### config.mk
export PLATFORM = sky130hd
export DESIGN_NAME = cpu_run_controller
export DESIGN_NICKNAME = d
export VERILOG_FILES = /design/src/rtl/cpu_ctrl_pkg.sv /design/src/rtl/run_rate_divider.sv /design/src/rtl/cpu_run_controller.sv
export SDC_FILE = /design/constraint.sdc
export NUM_CORES = 1
export LEC_CHECK = 0
export CORE_MARGIN = 8
export CORE_UTILIZATION = 50
export DETAILED_ROUTE_END_ITERATION = 10
export PLACE_DENSITY = 0.86
export SLEW_MARGIN = 25
export SYNTH_ARGS = -nofsm -noshare
export SYNTH_HDL_FRONTEND = slang
export SYNTH_SLANG_ARGS = --single-unit
### constraint.sdc
create_clock -name clk -period 4.7 [get_ports clk]
set_clock_uncertainty 0.15 [all_clocks]
set_input_delay 0.47 -clock clk [delete_from_list [all_inputs] [get_ports clk]]
set_output_delay 0.47 -clock clk [all_outputs]
set_load 0.01 [all_outputs]
### src/rtl/cpu_ctrl_pkg.sv
// ----------------------------------------------------------------------------
// cpu_ctrl_pkg
// Shared definitions for the CPU run controller, the CPU top and the display
// logic: run-state encodings, request bundle, command resolution.
// ----------------------------------------------------------------------------
package cpu_ctrl_pkg;

    localparam int PC_W       = 3;
    localparam int STEP_CNT_W = 8;

    // Encodings are visible on the state port and decoded by the display.
    typedef enum logic [1:0] {
        ST_IDLE  = 2'b00,
        ST_STEP  = 2'b01,
        ST_RUN   = 2'b10,
        ST_BREAK = 2'b11
    } run_state_e;

    // Single resolved command per clk after priority arbitration.
    typedef enum logic [1:0] {
        CMD_NONE = 2'b00,
        CMD_STEP = 2'b01,
        CMD_RUN  = 2'b10,
        CMD_HALT = 2'b11
    } run_cmd_e;

    typedef struct packed {
        logic halt;
        logic run;
        logic step;
    } run_req_t;

    // halt beats run beats step when pulses coincide.
    function automatic run_cmd_e resolve_cmd(input run_req_t req);
        run_cmd_e cmd;
        if (req.halt)      cmd = CMD_HALT;
        else if (req.run)  cmd = CMD_RUN;
        else if (req.step) cmd = CMD_STEP;
        else               cmd = CMD_NONE;
        return cmd;
    endfunction

endpackage

### src/rtl/run_rate_divider.sv
// ----------------------------------------------------------------------------
// run_rate_divider
// Tick-driven down counter that paces RUN mode. Loaded with rate, decremented
// on each enabled tick, and reloaded with rate when a tick lands on zero, so a
// step is due every (rate + 1) ticks.
//
// Ports:
//   clk, reset_n : clock, async active-low reset (count clears to 0)
//   load         : load count from rate (takes precedence over tick_en)
//   tick_en      : tick qualified by the caller (only while running)
//   rate         : reload value, sampled only on load/reload
//   expire       : combinational, tick_en while count is zero (step due)
// ----------------------------------------------------------------------------
module run_rate_divider #(
    parameter int DIV_BITS = 4
) (
    input  logic                clk,
    input  logic                reset_n,
    input  logic                load,
    input  logic                tick_en,
    input  logic [DIV_BITS-1:0] rate,
    output logic                expire
);

    localparam logic [DIV_BITS-1:0] ONE = DIV_BITS'(1);

    logic [DIV_BITS-1:0] count_d, count_q;
    logic                zero;

    assign zero   = (count_q == '0);
    assign expire = tick_en && zero;

    always_comb begin
        count_d = count_q;
        if (load)
            count_d = rate;
        else if (tick_en)
            count_d = zero ? rate : count_q - ONE;
    end

    always_ff @(posedge clk or negedge reset_n) begin
        if (!reset_n) count_q <= '0;
        else          count_q <= count_d;
    end

endmodule

### src/rtl/cpu_run_controller.sv
// ----------------------------------------------------------------------------
// cpu_run_controller
// Single-step / free-run / breakpoint controller for a small CPU. Issues
// one-clk cpu_step pulses either on request (STEP) or paced by tick through a
// rate divider (RUN), and stops RUN when the stepped PC hits a breakpoint.
//
// Ports:
//   clk, reset_n      : 1 MHz clock, async active-low reset
//   tick              : 1 kHz enable pulse, paces RUN
//   step_req/run_req/halt_req : one-clk request pulses (halt > run > step)
//   rate [DIV_BITS]   : ticks between run steps minus 1
//   pc, bp_en, bp_addr: current CPU PC and breakpoint configuration
//   cpu_step          : one-clk step pulse to the CPU (registered)
//   state [2]         : IDLE=00 STEP=01 RUN=10 BREAK=11 (registered)
//   bp_hit            : sticky while stopped at a breakpoint
//   step_count [8]    : steps issued since reset, mod 256
// ----------------------------------------------------------------------------
module cpu_run_controller
    import cpu_ctrl_pkg::*;
#(
    parameter int DIV_BITS = 4
) (
    input  logic                  clk,
    input  logic                  reset_n,
    input  logic                  tick,
    input  logic                  step_req,
    input  logic                  run_req,
    input  logic                  halt_req,
    input  logic [DIV_BITS-1:0]   rate,
    input  logic [PC_W-1:0]       pc,
    input  logic                  bp_en,
    input  logic [PC_W-1:0]       bp_addr,
    output logic                  cpu_step,
    output logic [1:0]            state,
    output logic                  bp_hit,
    output logic [STEP_CNT_W-1:0] step_count
);

    run_state_e            state_d, state_q;
    logic                  cpu_step_d, cpu_step_q;
    logic                  bp_hit_d, bp_hit_q;
    logic [STEP_CNT_W-1:0] step_count_d, step_count_q;
    // High on the clk after a RUN step: the CPU has just advanced pc, so this
    // is the only cycle where the breakpoint compare is meaningful. Starting
    // a run on the breakpoint address therefore never stops immediately.
    logic                  bp_check_d, bp_check_q;

    run_req_t req;
    run_cmd_e cmd;
    logic     div_load;
    logic     div_tick;
    logic     div_expire;
    logic     bp_match;

    assign req      = '{halt: halt_req, run: run_req, step: step_req};
    assign cmd      = resolve_cmd(req);
    assign div_tick = tick && (state_q == ST_RUN);
    assign bp_match = bp_check_q && bp_en && (pc == bp_addr);

    run_rate_divider #(
        .DIV_BITS (DIV_BITS)
    ) u_div (
        .clk     (clk),
        .reset_n (reset_n),
        .load    (div_load),
        .tick_en (div_tick),
        .rate    (rate),
        .expire  (div_expire)
    );

    always_comb begin
        state_d    = state_q;
        cpu_step_d = 1'b0;
        bp_hit_d   = bp_hit_q;
        div_load   = 1'b0;

        unique case (state_q)
            ST_IDLE: begin
                // halt is a no-op here but still masks run/step.
                if (cmd == CMD_RUN) begin
                    state_d  = ST_RUN;
                    div_load = 1'b1;
                end else if (cmd == CMD_STEP) begin
                    state_d    = ST_STEP;
                    cpu_step_d = 1'b1;
                end
            end
            ST_STEP: begin
                state_d = ST_IDLE;
            end
            ST_RUN: begin
                // halt outranks a coincident breakpoint match; a stop also
                // swallows a step that would have fired this tick.
                if (cmd == CMD_HALT) begin
                    state_d = ST_IDLE;
                end else if (bp_match) begin
                    state_d  = ST_BREAK;
                    bp_hit_d = 1'b1;
                end else if (div_expire) begin
                    cpu_step_d = 1'b1;
                end
            end
            ST_BREAK: begin
                if (cmd != CMD_NONE)
                    bp_hit_d = 1'b0;
                if (cmd == CMD_HALT) begin
                    state_d = ST_IDLE;
                end else if (cmd == CMD_RUN) begin
                    state_d  = ST_RUN;
                    div_load = 1'b1;
                end else if (cmd == CMD_STEP) begin
                    state_d    = ST_STEP;
                    cpu_step_d = 1'b1;
                end
            end
            default: state_d = ST_IDLE;
        endcase

        step_count_d = cpu_step_d ? step_count_q + STEP_CNT_W'(1) : step_count_q;
        bp_check_d   = cpu_step_q && (state_q == ST_RUN);
    end

    always_ff @(posedge clk or negedge reset_n) begin
        if (!reset_n) begin
            state_q      <= ST_IDLE;
            cpu_step_q   <= 1'b0;
            bp_hit_q     <= 1'b0;
            step_count_q <= '0;
            bp_check_q   <= 1'b0;
        end else begin
            state_q      <= state_d;
            cpu_step_q   <= cpu_step_d;
            bp_hit_q     <= bp_hit_d;
            step_count_q <= step_count_d;
            bp_check_q   <= bp_check_d;
        end
    end

    assign cpu_step   = cpu_step_q;
    assign state      = state_q;
    assign bp_hit     = bp_hit_q;
    assign step_count = step_count_q;

endmodule

==> metrics.cfg, run 1 <==
[status]
outcome = finished, final reports clean

[setup_path]
crit_end = step_count[1]
setup.worst_path.start = state[1]
worstSetupPathType = reg2reg
arrival_ps = 2290
reg2reg_to = step_count[1]
critPathMaxFanout = 9
startpoint_type = flop
endpoint_kind = flop
required_ps = 4730
reg2reg_slack_ps = 2440
worstReg2RegStart = state[1]
r2r_cells = 6

[clocking]
clk_latency_ps = 290
ctsLongestPathBuffers = 2
ctsResizeCount = 0
post_cts_buffers = 0
ctsHoldBuffers = 0
cts_max_level = 1
numCtsBuffers = 3
cts.clk_slew.worst_paths_ps = 90
cts_tree = done
clockRootBuffer = clkbuf_4
clock_sinks = 17

[grt]
antenna_found_initial = 0
grt_max_degree = 18
grtUsageTotal = 0.1322
grt_pass1_vias = 918
grt_pass1_wl_um = 3726
grt.overflow.total = 0

[synth]
ys_types = 31
seq_area_frac_synth = 0.4151
yosys_register_bits = 17
synth.area.top_cells = dfrtp_1, ha_1, xnor2_1
syn_nets = 124
synth_top_area_cell = dfrtp_1
netlist_instances = 100
synth.avg_cell_area_um2 = 10.25
yosys_warnings = 0
syn_area_um2 = 1025
yosys.area.top_type_share = 0.4151

[timing]
period_share = 0.4799
max_slew_margin = 0.5059
hold_ws_ps = 324.5
finalCriticalPeriod_ps = 2256
worstMarginPinSlew_ps = 735.4
fmax_ghz = 0.4433
finalWorstSetupSlack_ps = 2444
setup_viol = 0
slew_violations = 0
tns_ps = 0
hold_viol = 0
rsz0062_at_grt = no

[layout]
syn_to_final_growth_pct = 33.21
layout.nets = 157
drive_gt1_frac = 0.05303
n_antenna_cell = 0
fin_area_um2 = 1365

[floorplanning]
core_area_um2 = 1942
ioPinCount = 29
die_w_um = 61.27
start_util = 0.5277
std_cell_rows = 16
die_h_um = 61.27
dieArea_um2 = 3754

[drt]
drcViolationCount = 0
via_per_inst = 5.484
routed_wirelength_um = 2259
drt_iter0_markers = 29
post_drt_wl_per_cell_um = 14.21
vias = 872
firstDrtPassIters = 4
final_antenna_net_count = 0

[placement]
placedInstanceArea_um2 = 1339
routabilityCongestion = 0.8164
place_ws_ps = 2283
dp_hpwl_um = 1841
portBuffers = 28

[pwr]
powerDensity_nw_per_um2 = 463.3
max-vdd-ir-drop_mv = 0.3645
power.leakage_nw = 0.5675
finalPower_w = 0.0006324

[worst_hold_path]
min_path_type = reg2reg

[job]
cap_violations = 0

cell usage in the layout (no fill, tap or decap), drive strengths merged:
master	count
and3	3
a32oi	1
dfrtp	17
o22ai	2
nor4	1
o32a	1
o32ai	2
xor2	4
or4	1
mux2i	1
o31ai	1
nor2	6
ha	7
clkdlybuf4s50	28
a21oi	7
nor3b	1
nand3b	1
nand3	1
a41oi	1
o21bai	2
a211oi	1
nand2	6
nand2b	3
xnor2	6
and2	2
inv	8
o21ai	4
o22a	2
nor3	3
clkbuf	4
mux2	1
a31oi	1
nand4	3
worst min-delay path by stage:
stage                        startpoint            end  cells past startpoint
after floorplan                 reset_n     bp_check_q                      0
after global placement    step_count[7]  step_count[7]                      1
after detailed placement  step_count[7]  step_count[7]                      1
after CTS                 step_count[7]  step_count[7]                      1
after global routing      step_count[7]  step_count[7]                      1
final                     step_count[7]  step_count[7]                      1
layout make-up:
type	count	area, um2
Multi-Input combinational cell	75	569.3
Timing Repair Buffer	28	280.3
Tap cell	27	33.78
Sequential cell	17	425.4
Inverter	8	30.03
Clock buffer	4	26.28
Fill cell	161	576.8
worst max-delay path, stage by stage, from the launching register on:
cell and delay (ps):
dfrtp_1 460, inv_1 120, ha_1 250, nor2_1 120, or4_1 540, o31ai_4 150
mux2_1 360
metrics by stage:
step                utilization  instances
floorplan                     -        100
global placement         0.6894        155
detailed placement       0.6894        155
CTS                      0.7030        159
global route             0.7030        159
finish                   0.7030        159
registers in the layout (all words and copies together), names as in the netlist:
| name | cells |
|---|---|
| bp_check_q | 1 |
| u_div.count_q | 4 |
| bp_hit | 1 |
| cpu_step | 1 |
| step_count | 8 |
| state | 2 |
cells by family (layout without fill, tap and decap cells):
kind of cell,after synthesis,count (layout),share of synthesized area
simple gates,31,31,0.1880
compound gates,25,25,0.1758
flops,17,17,0.4151
xor+xnor,10,10,0.08547
buf+inv,8,40,0.02931
fa+ha+maj,7,7,0.08547
mux,2,2,0.02076
synthesized netlist by cell type (all sizes together):
master and instances:
nand2 6, ha 7, o21ai 4, a21oi 7, inv 8, nor3 3
and3 3, o22a 2, nor4 1, xnor2 6, a32oi 1, o32ai 2
mux2 1, and2 2, a211oi 1, nand2b 3, or4 1, mux2i 1
nor2 6, nand4 3, o31ai 1, nand3 1, a41oi 1, nand3b 1
o32a 1, xor2 4, a31oi 1, o22ai 2, o21bai 2, nor3b 1
dfrtp 17
routing by layer:
metal	share of wire	wire [um]	vias up	track usage
met4	0.011	24	0	0.05316
met3	0.066	150	2	0.03758
li1	-	-	427	-
met5	0	0	-	0
met1	0.42	947	417	0.1324
met2	0.50	1137	26	0.2478
power by group:
part	leakage (nW)	switching (W)	internal (W)	total (W)
combinational	0.335	0.000154	0.000160	0.000314
sequential	0.218	0.0000514	0.000191	0.000242
clock	0.0150	0.0000432	0.0000331	0.0000762
total	0.568	0.000248	0.000384	0.000632
Note: power is estimated with default switching activity, not from simulation.
==> run 2: changes to the inputs <==
--- a/config.mk
+++ b/config.mk
@@ -6,9 +6,9 @@
 export NUM_CORES = 1
 export LEC_CHECK = 0
 export CORE_MARGIN = 8
-export CORE_UTILIZATION = 50
+export CORE_UTILIZATION = 42
 export DETAILED_ROUTE_END_ITERATION = 10
-export PLACE_DENSITY = 0.86
+export PLACE_DENSITY = 0.78
 export SLEW_MARGIN = 25
 export SYNTH_ARGS = -nofsm -noshare
 export SYNTH_HDL_FRONTEND = slang
==> constraint.sdc (replaced) <==
create_clock -name clk -period 1.96 [get_ports clk]
set_clock_uncertainty 0.15 [all_clocks]
set_input_delay 0.196 -clock clk [delete_from_list [all_inputs] [get_ports clk]]
set_output_delay 0.196 -clock clk [all_outputs]
set_load 0.01 [all_outputs]
==> run 2 against run 1 <==
The flow now finishes with violations (setup timing); register-to-register slack lost 2500 ps; setup slack got worse by 2500 ps; die area increased by 14%; fmax grew 14%; design area increased by 13%; wire length grew 14%; count of clock-buffer cells in the layout did not move; clock power up 130%; sequential share of layout area is 3.5 points lower; critical path type unchanged; critical endpoint unchanged; largest power group unchanged.
==> metrics.cfg, run 2 (synthesis results as in run 1) <==
[setup_path]
startpoint_type = flop
reg2reg_slack_ps = -20  ; -2470 ps
arrival_ps = 2010  ; -280 ps
critPathMaxFanout = 8  ; -1
endpoint_kind = flop
worstSetupPathType = reg2reg
required_ps = 1980  ; -2750 ps

[floorplanning]
dieArea_um2 = 4277  ; +14%
ioPinCount = 29  ; unchanged
core_area_um2 = 2387  ; +23%
std_cell_rows = 18  ; +2
start_util = 0.4292  ; -0.09846
die_h_um = 65.40  ; +6.7%
die_w_um = 65.40  ; +6.7%

[grt]
grt_pass1_vias = 949  ; +3.4%
grtUsageTotal = 0.1229  ; -0.009289
grt_max_degree = 11  ; -7
grt_pass1_wl_um = 4215  ; +13%
antenna_found_initial = 0  ; unchanged
grt.overflow.total = 0  ; unchanged

[clocking]
clockRootBuffer = clkbuf_4
cts_tree = done
cts_max_level = 1  ; unchanged
numCtsBuffers = 3  ; unchanged
clk_latency_ps = 280  ; about the same
ctsLongestPathBuffers = 2  ; unchanged
cts.clk_slew.worst_paths_ps = 90  ; about the same
ctsHoldBuffers = 0  ; unchanged
clock_sinks = 17  ; unchanged

[drt]
final_antenna_net_count = 0  ; unchanged
drt_iter0_markers = 34  ; +17%
drcViolationCount = 0  ; unchanged
firstDrtPassIters = 4  ; unchanged
via_per_inst = 5.315  ; -3.1%
routed_wirelength_um = 2586  ; +14%
vias = 962  ; +10%
post_drt_wl_per_cell_um = 14.29  ; +0.56%

[timing]
hold_viol = 0  ; unchanged
period_share = 1.012  ; +0.5320
worstMarginPinSlew_ps = 337.3  ; -398.2 ps
setup_viol = 1  ; +1
rsz0062_at_grt = yes
finalCriticalPeriod_ps = 1983  ; -272.3 ps
fmax_ghz = 0.5042  ; +14%
finalWorstSetupSlack_ps = -23.31  ; -2468 ps
max_slew_margin = 0.7744  ; +0.2685
slew_violations = 0  ; unchanged

[pwr]
max-vdd-ir-drop_mv = 0.6757  ; +85%
power.leakage_nw = 0.6610  ; +16%
powerDensity_nw_per_um2 = 1150  ; +150%

[layout]
layout.nets = 176  ; +12%
layout_commonest_cell = clkdlybuf4s50_1
largest_reg_flops = 8  ; unchanged
drive_gt1_frac = 0.2384  ; +0.1854
stdcell_count = 181  ; +14%
fillCellCount = 206  ; +28%
layout_common_cells = clkdlybuf4s50_1, buf_4, dfrtp_1, a21oi_1
syn_to_final_growth_pct = 51.04
n_antenna_cell = 0  ; unchanged
fin_area_um2 = 1548  ; +13%

[placement]
placedInstanceArea_um2 = 1485  ; +11%
routabilityCongestion = 0.8783  ; +7.6%
dp_cells = 174  ; +12%
dp_hpwl_um = 2121  ; +15%
portBuffers = 28  ; unchanged

[status]
violations = setup timing
outcome = complete, but fails checks

[job]
cap_violations = 0  ; unchanged

[worst_hold_path]
min_path_type = in2async

==> run 2: cell types whose count changed in the layout (fill, tap and decap cells not counted), moves of 2 or more <==
| cell | previous run | this run |
|---|---|---|
| buf_4 | 0 | 18 |
| dfrtp_1 | 17 | 15 |
| dfrtp_2 | 0 | 2 |
| ha_1 | 7 | 4 |
| ha_2 | 0 | 2 |
| inv_1 | 8 | 6 |
==> run 2: per-stage QoR <==
stage	total power, W	hold slack [ps]	setup TNS [ps]	util	setup slack, ps
2_1_floorplan	0.001093	-249.6	-3.681	-	-3.681
3_3_place_gp	0.001518	316.9	-407.4	0.6221	-98.37
3_5_place_dp	0.001565	320.4	-652.6	0.6221	-126.8
4_1_cts	0.001791	17.82	-20.68	0.6473	-20.68
5_1_grt	0.001902	29.54	-271.1	0.6483	-71.67
6_report	0.001780	18.93	-23.31	0.6483	-23.31
==> run 2: repair_timing <==
action | CTS | global route
resized for setup | 4 | 1
endpoints found under the hold margin | 0 | 0
setup buffers | 3 | 0
endpoints found under the setup margin | 4 | 8
pin swaps | 1 | 0
==> run 2: layer usage <==
metal,wire length (um),up-vias,part of all wire,track usage
met3,115,5,0.044,0.03571
met1,1124,468,0.43,0.1394
met2,1309,23,0.51,0.2153
met5,0,-,0,0
li1,-,466,-,-
met4,36,0,0.014,0.04087
==> run 2: layout make-up <==
type                            count  area, um2  area share
Tap cell                           30      37.54     0.02425
Clock buffer                        4      26.28     0.01698
Inverter                            8      32.53     0.02102
Multi-Input combinational cell     75      596.8      0.3856
Timing Repair Buffer               47      426.7      0.2757
Sequential cell                    17      427.9      0.2765
==> run 2: worst max-delay path, stage by stage (launching register included) <==
cell     delay (ps)
dfrtp_2         460
ha_2            200
or4_4           530
o31ai_4          70
buf_6           160
mux2_4          290
==> run 2: worst paths after layout <==
check / from / endpoint / cells past startpoint
worst max-delay path: state[0] / step_count[1] / 5
worst min-delay path: reset_n / u_div.count_q[0] / 1
worst max register to register: state[0] / step_count[1] / 5
worst min register to register: step_count[7] / step_count[7] / 1
max in group asynchronous: reset_n / step_count[1] / 2
min in group clk: step_count[7] / step_count[7] / 1
==> run 2: where the power goes <==
| group | leakage (nW) | internal (W) | total [W] | switching, W |
|---|---|---|---|---|
| registers | 0.215 | 0.000461 | 0.000579 | 0.000119 |
| logic | 0.431 | 0.000565 | 0.00102 | 0.000458 |
| clock network | 0.0150 | 0.0000791 | 0.000178 | 0.0000988 |
==> run 3: changes to the inputs <==
--- a/config.mk
+++ b/config.mk
@@ -8,7 +8,7 @@
 export CORE_MARGIN = 8
 export CORE_UTILIZATION = 42
 export DETAILED_ROUTE_END_ITERATION = 10
-export PLACE_DENSITY = 0.78
+export PLACE_DENSITY_LB_ADDON = 0.25
 export SLEW_MARGIN = 25
 export SYNTH_ARGS = -nofsm -noshare
 export SYNTH_HDL_FRONTEND = slang
==> run 3 against run 2 <==
The flow still finishes with violations (setup timing); sequential share of layout area shrank 1.1 points; wire length up 6.3%; global-route usage up 1.1 points; design area grew 4.1%; fmax about the same; count of clock-buffer cells in the layout is 1 lower; register-to-register slack about the same; critical path type unchanged; sequential power barely moved; largest power group unchanged; highest routed layer unchanged.
==> metrics.cfg, run 3 (synthesis results as in run 1) <==
[status]
outcome = complete, but fails checks
violations = setup timing

[timing]
hold_viol = 0  ; unchanged
tns_ps = -21.50  ; +1.812 ps
worstMarginPinSlew_ps = 281.5  ; -55.76 ps
period_share = 1.011  ; about the same
rsz0062_at_grt = yes
fmax_ghz = 0.5047  ; about the same
setup_viol = 1  ; unchanged
finalCriticalPeriod_ps = 1981  ; -1.812 ps
slew_violations = 0  ; unchanged
max_slew_margin = 0.8109  ; +0.03647
hold_ws_ps = 71.41  ; +52.48 ps
finalWorstSetupSlack_ps = -21.50  ; +1.812 ps

[setup_path]
endpoint_kind = flop
required_ps = 1990  ; about the same
critPathMaxFanout = 5  ; -3
startpoint_type = flop
arrival_ps = 2010  ; about the same
worstSetupPathType = reg2reg
reg2reg_slack_ps = -20  ; about the same

[layout]
syn_to_final_growth_pct = 57.27
n_antenna_cell = 0  ; unchanged
layout_common_cells = clkdlybuf4s50_1, buf_4, dfrtp_1, a21oi_1, xnor2_1
fillCellCount = 205  ; -0.49%
seq_area_um2 = 427.9  ; unchanged
multi_input_area_um2 = 619.3  ; +3.8%
layout.nets = 182  ; +3.4%
stdcell_count = 187  ; +3.3%
largest_reg_flops = 8  ; unchanged
layout_commonest_cell = clkdlybuf4s50_1
drive_gt1_frac = 0.3185  ; +0.08006
finish.utilization = 0.6751  ; +0.02673

[placement]
dp_hpwl_um = 2054  ; -3.1%
dp_cells = 174  ; unchanged
routabilityCongestion = 0.8604  ; -2.0%
portBuffers = 28  ; unchanged

[grt]
antenna_found_initial = 0  ; unchanged
grt.overflow.total = 0  ; unchanged
grt_max_degree = 18  ; +7
grtUsageTotal = 0.1342  ; +0.01123
grt_pass1_vias = 1084  ; +14%
grt_pass1_wl_um = 4671  ; +11%

[drt]
routed_wirelength_um = 2750  ; +6.3%
vias = 964  ; +0.21%
post_drt_wl_per_cell_um = 14.71  ; +2.9%
drcViolationCount = 0  ; unchanged
via_per_inst = 5.155  ; -3.0%
drt_iter0_markers = 30  ; -12%
firstDrtPassIters = 5  ; +1
final_antenna_net_count = 0  ; unchanged

[pwr]
max-vdd-ir-drop_mv = 0.7502  ; +11%
powerDensity_nw_per_um2 = 1167  ; +1.5%
power.leakage_nw = 0.7141  ; +8.0%

[floorplanning]
dieArea_um2 = 4277  ; unchanged
std_cell_rows = 18  ; unchanged
die_h_um = 65.40  ; unchanged
ioPinCount = 29  ; unchanged
core_area_um2 = 2387  ; unchanged
die_w_um = 65.40  ; unchanged
start_util = 0.4292  ; unchanged

[clocking]
clk_latency_ps = 290  ; about the same
clock_sinks = 17  ; unchanged
ctsLongestPathBuffers = 2  ; unchanged
numCtsBuffers = 3  ; unchanged
cts_max_level = 1  ; unchanged
cts_tree = done
cts.clk_slew.worst_paths_ps = 100  ; about the same
clockRootBuffer = clkbuf_4
ctsHoldBuffers = 0  ; unchanged

[worst_hold_path]
min_path_type = in2async

[job]
cap_violations = 0  ; unchanged

[run 3: changes by cell type in the layout (fill, tap and decap cells not counted), moves of 2 or more]
cell / delta
buf_4: +5
inv_2: +3
inv_1: -2
nand2_1: -2
nand2_2: +2
[run 3: critical path, cell delays in order, from the launching register on]
cell     delay (ps)
dfrtp_2         450
inv_2            80
ha_4            130
nor2_2           40
or4_4           490
o31ai_4          80
buf_6           150
mux2_4          290
[run 3: cell type report]
type	instances	share of cell area
Clock buffer	3	0.01398
Tap cell	30	0.02329
Timing Repair Buffer	53	0.2911
Multi-Input combinational cell	75	0.3843
Inverter	8	0.01863
Sequential cell	17	0.2655
Clock inverter	1	0.003106
[run 3: per-stage QoR]
stage	power, W	setup WS (ps)	instance area (um2)
5_1_grt	0.002015	-66.05	1612
2_1_floorplan	0.001093	-3.681	1047
3_3_place_gp	0.001506	-48.05	1485
3_5_place_dp	0.001548	-124.4	1485
6_report	0.001880	-21.50	1612
4_1_cts	0.001850	-13.46	1583
[run 3: final timing paths]
kind                               startpoint          endpoint  cells after the start
worst max-delay path                 state[0]     step_count[1]                      7
worst min-delay path                  reset_n            bp_hit                      2
worst max register to register       state[0]     step_count[1]                      7
worst min register to register  step_count[7]     step_count[7]                      1
max in group asynchronous             reset_n          state[0]                      2
min in group clk                      rate[1]  u_div.count_q[1]                      3
[run 3: repair_timing]
item,in CTS,in global routing
gates resized for setup,7,6
gates cloned,1,0
pin swaps,1,3
endpoints found under the setup margin,5,10
setup buffers,6,2
[run 3: where the power goes]
part	switching [W]	total [W]	internal [W]
sequential	0.000115	0.000576	0.000461
combinational	0.000486	0.00112	0.000630
clock	0.000112	0.000188	0.0000757
[run 3: per-layer routing]
layer / global-route usage / vias to the layer above / part of all wire
li1: - / 476 / -
met1: 0.1502 / 462 / 0.42
met2: 0.2312 / 24 / 0.52
met3: 0.04252 / 2 / 0.052
met4: 0.05177 / 0 / 0.0069
met5: 0 / - / 0
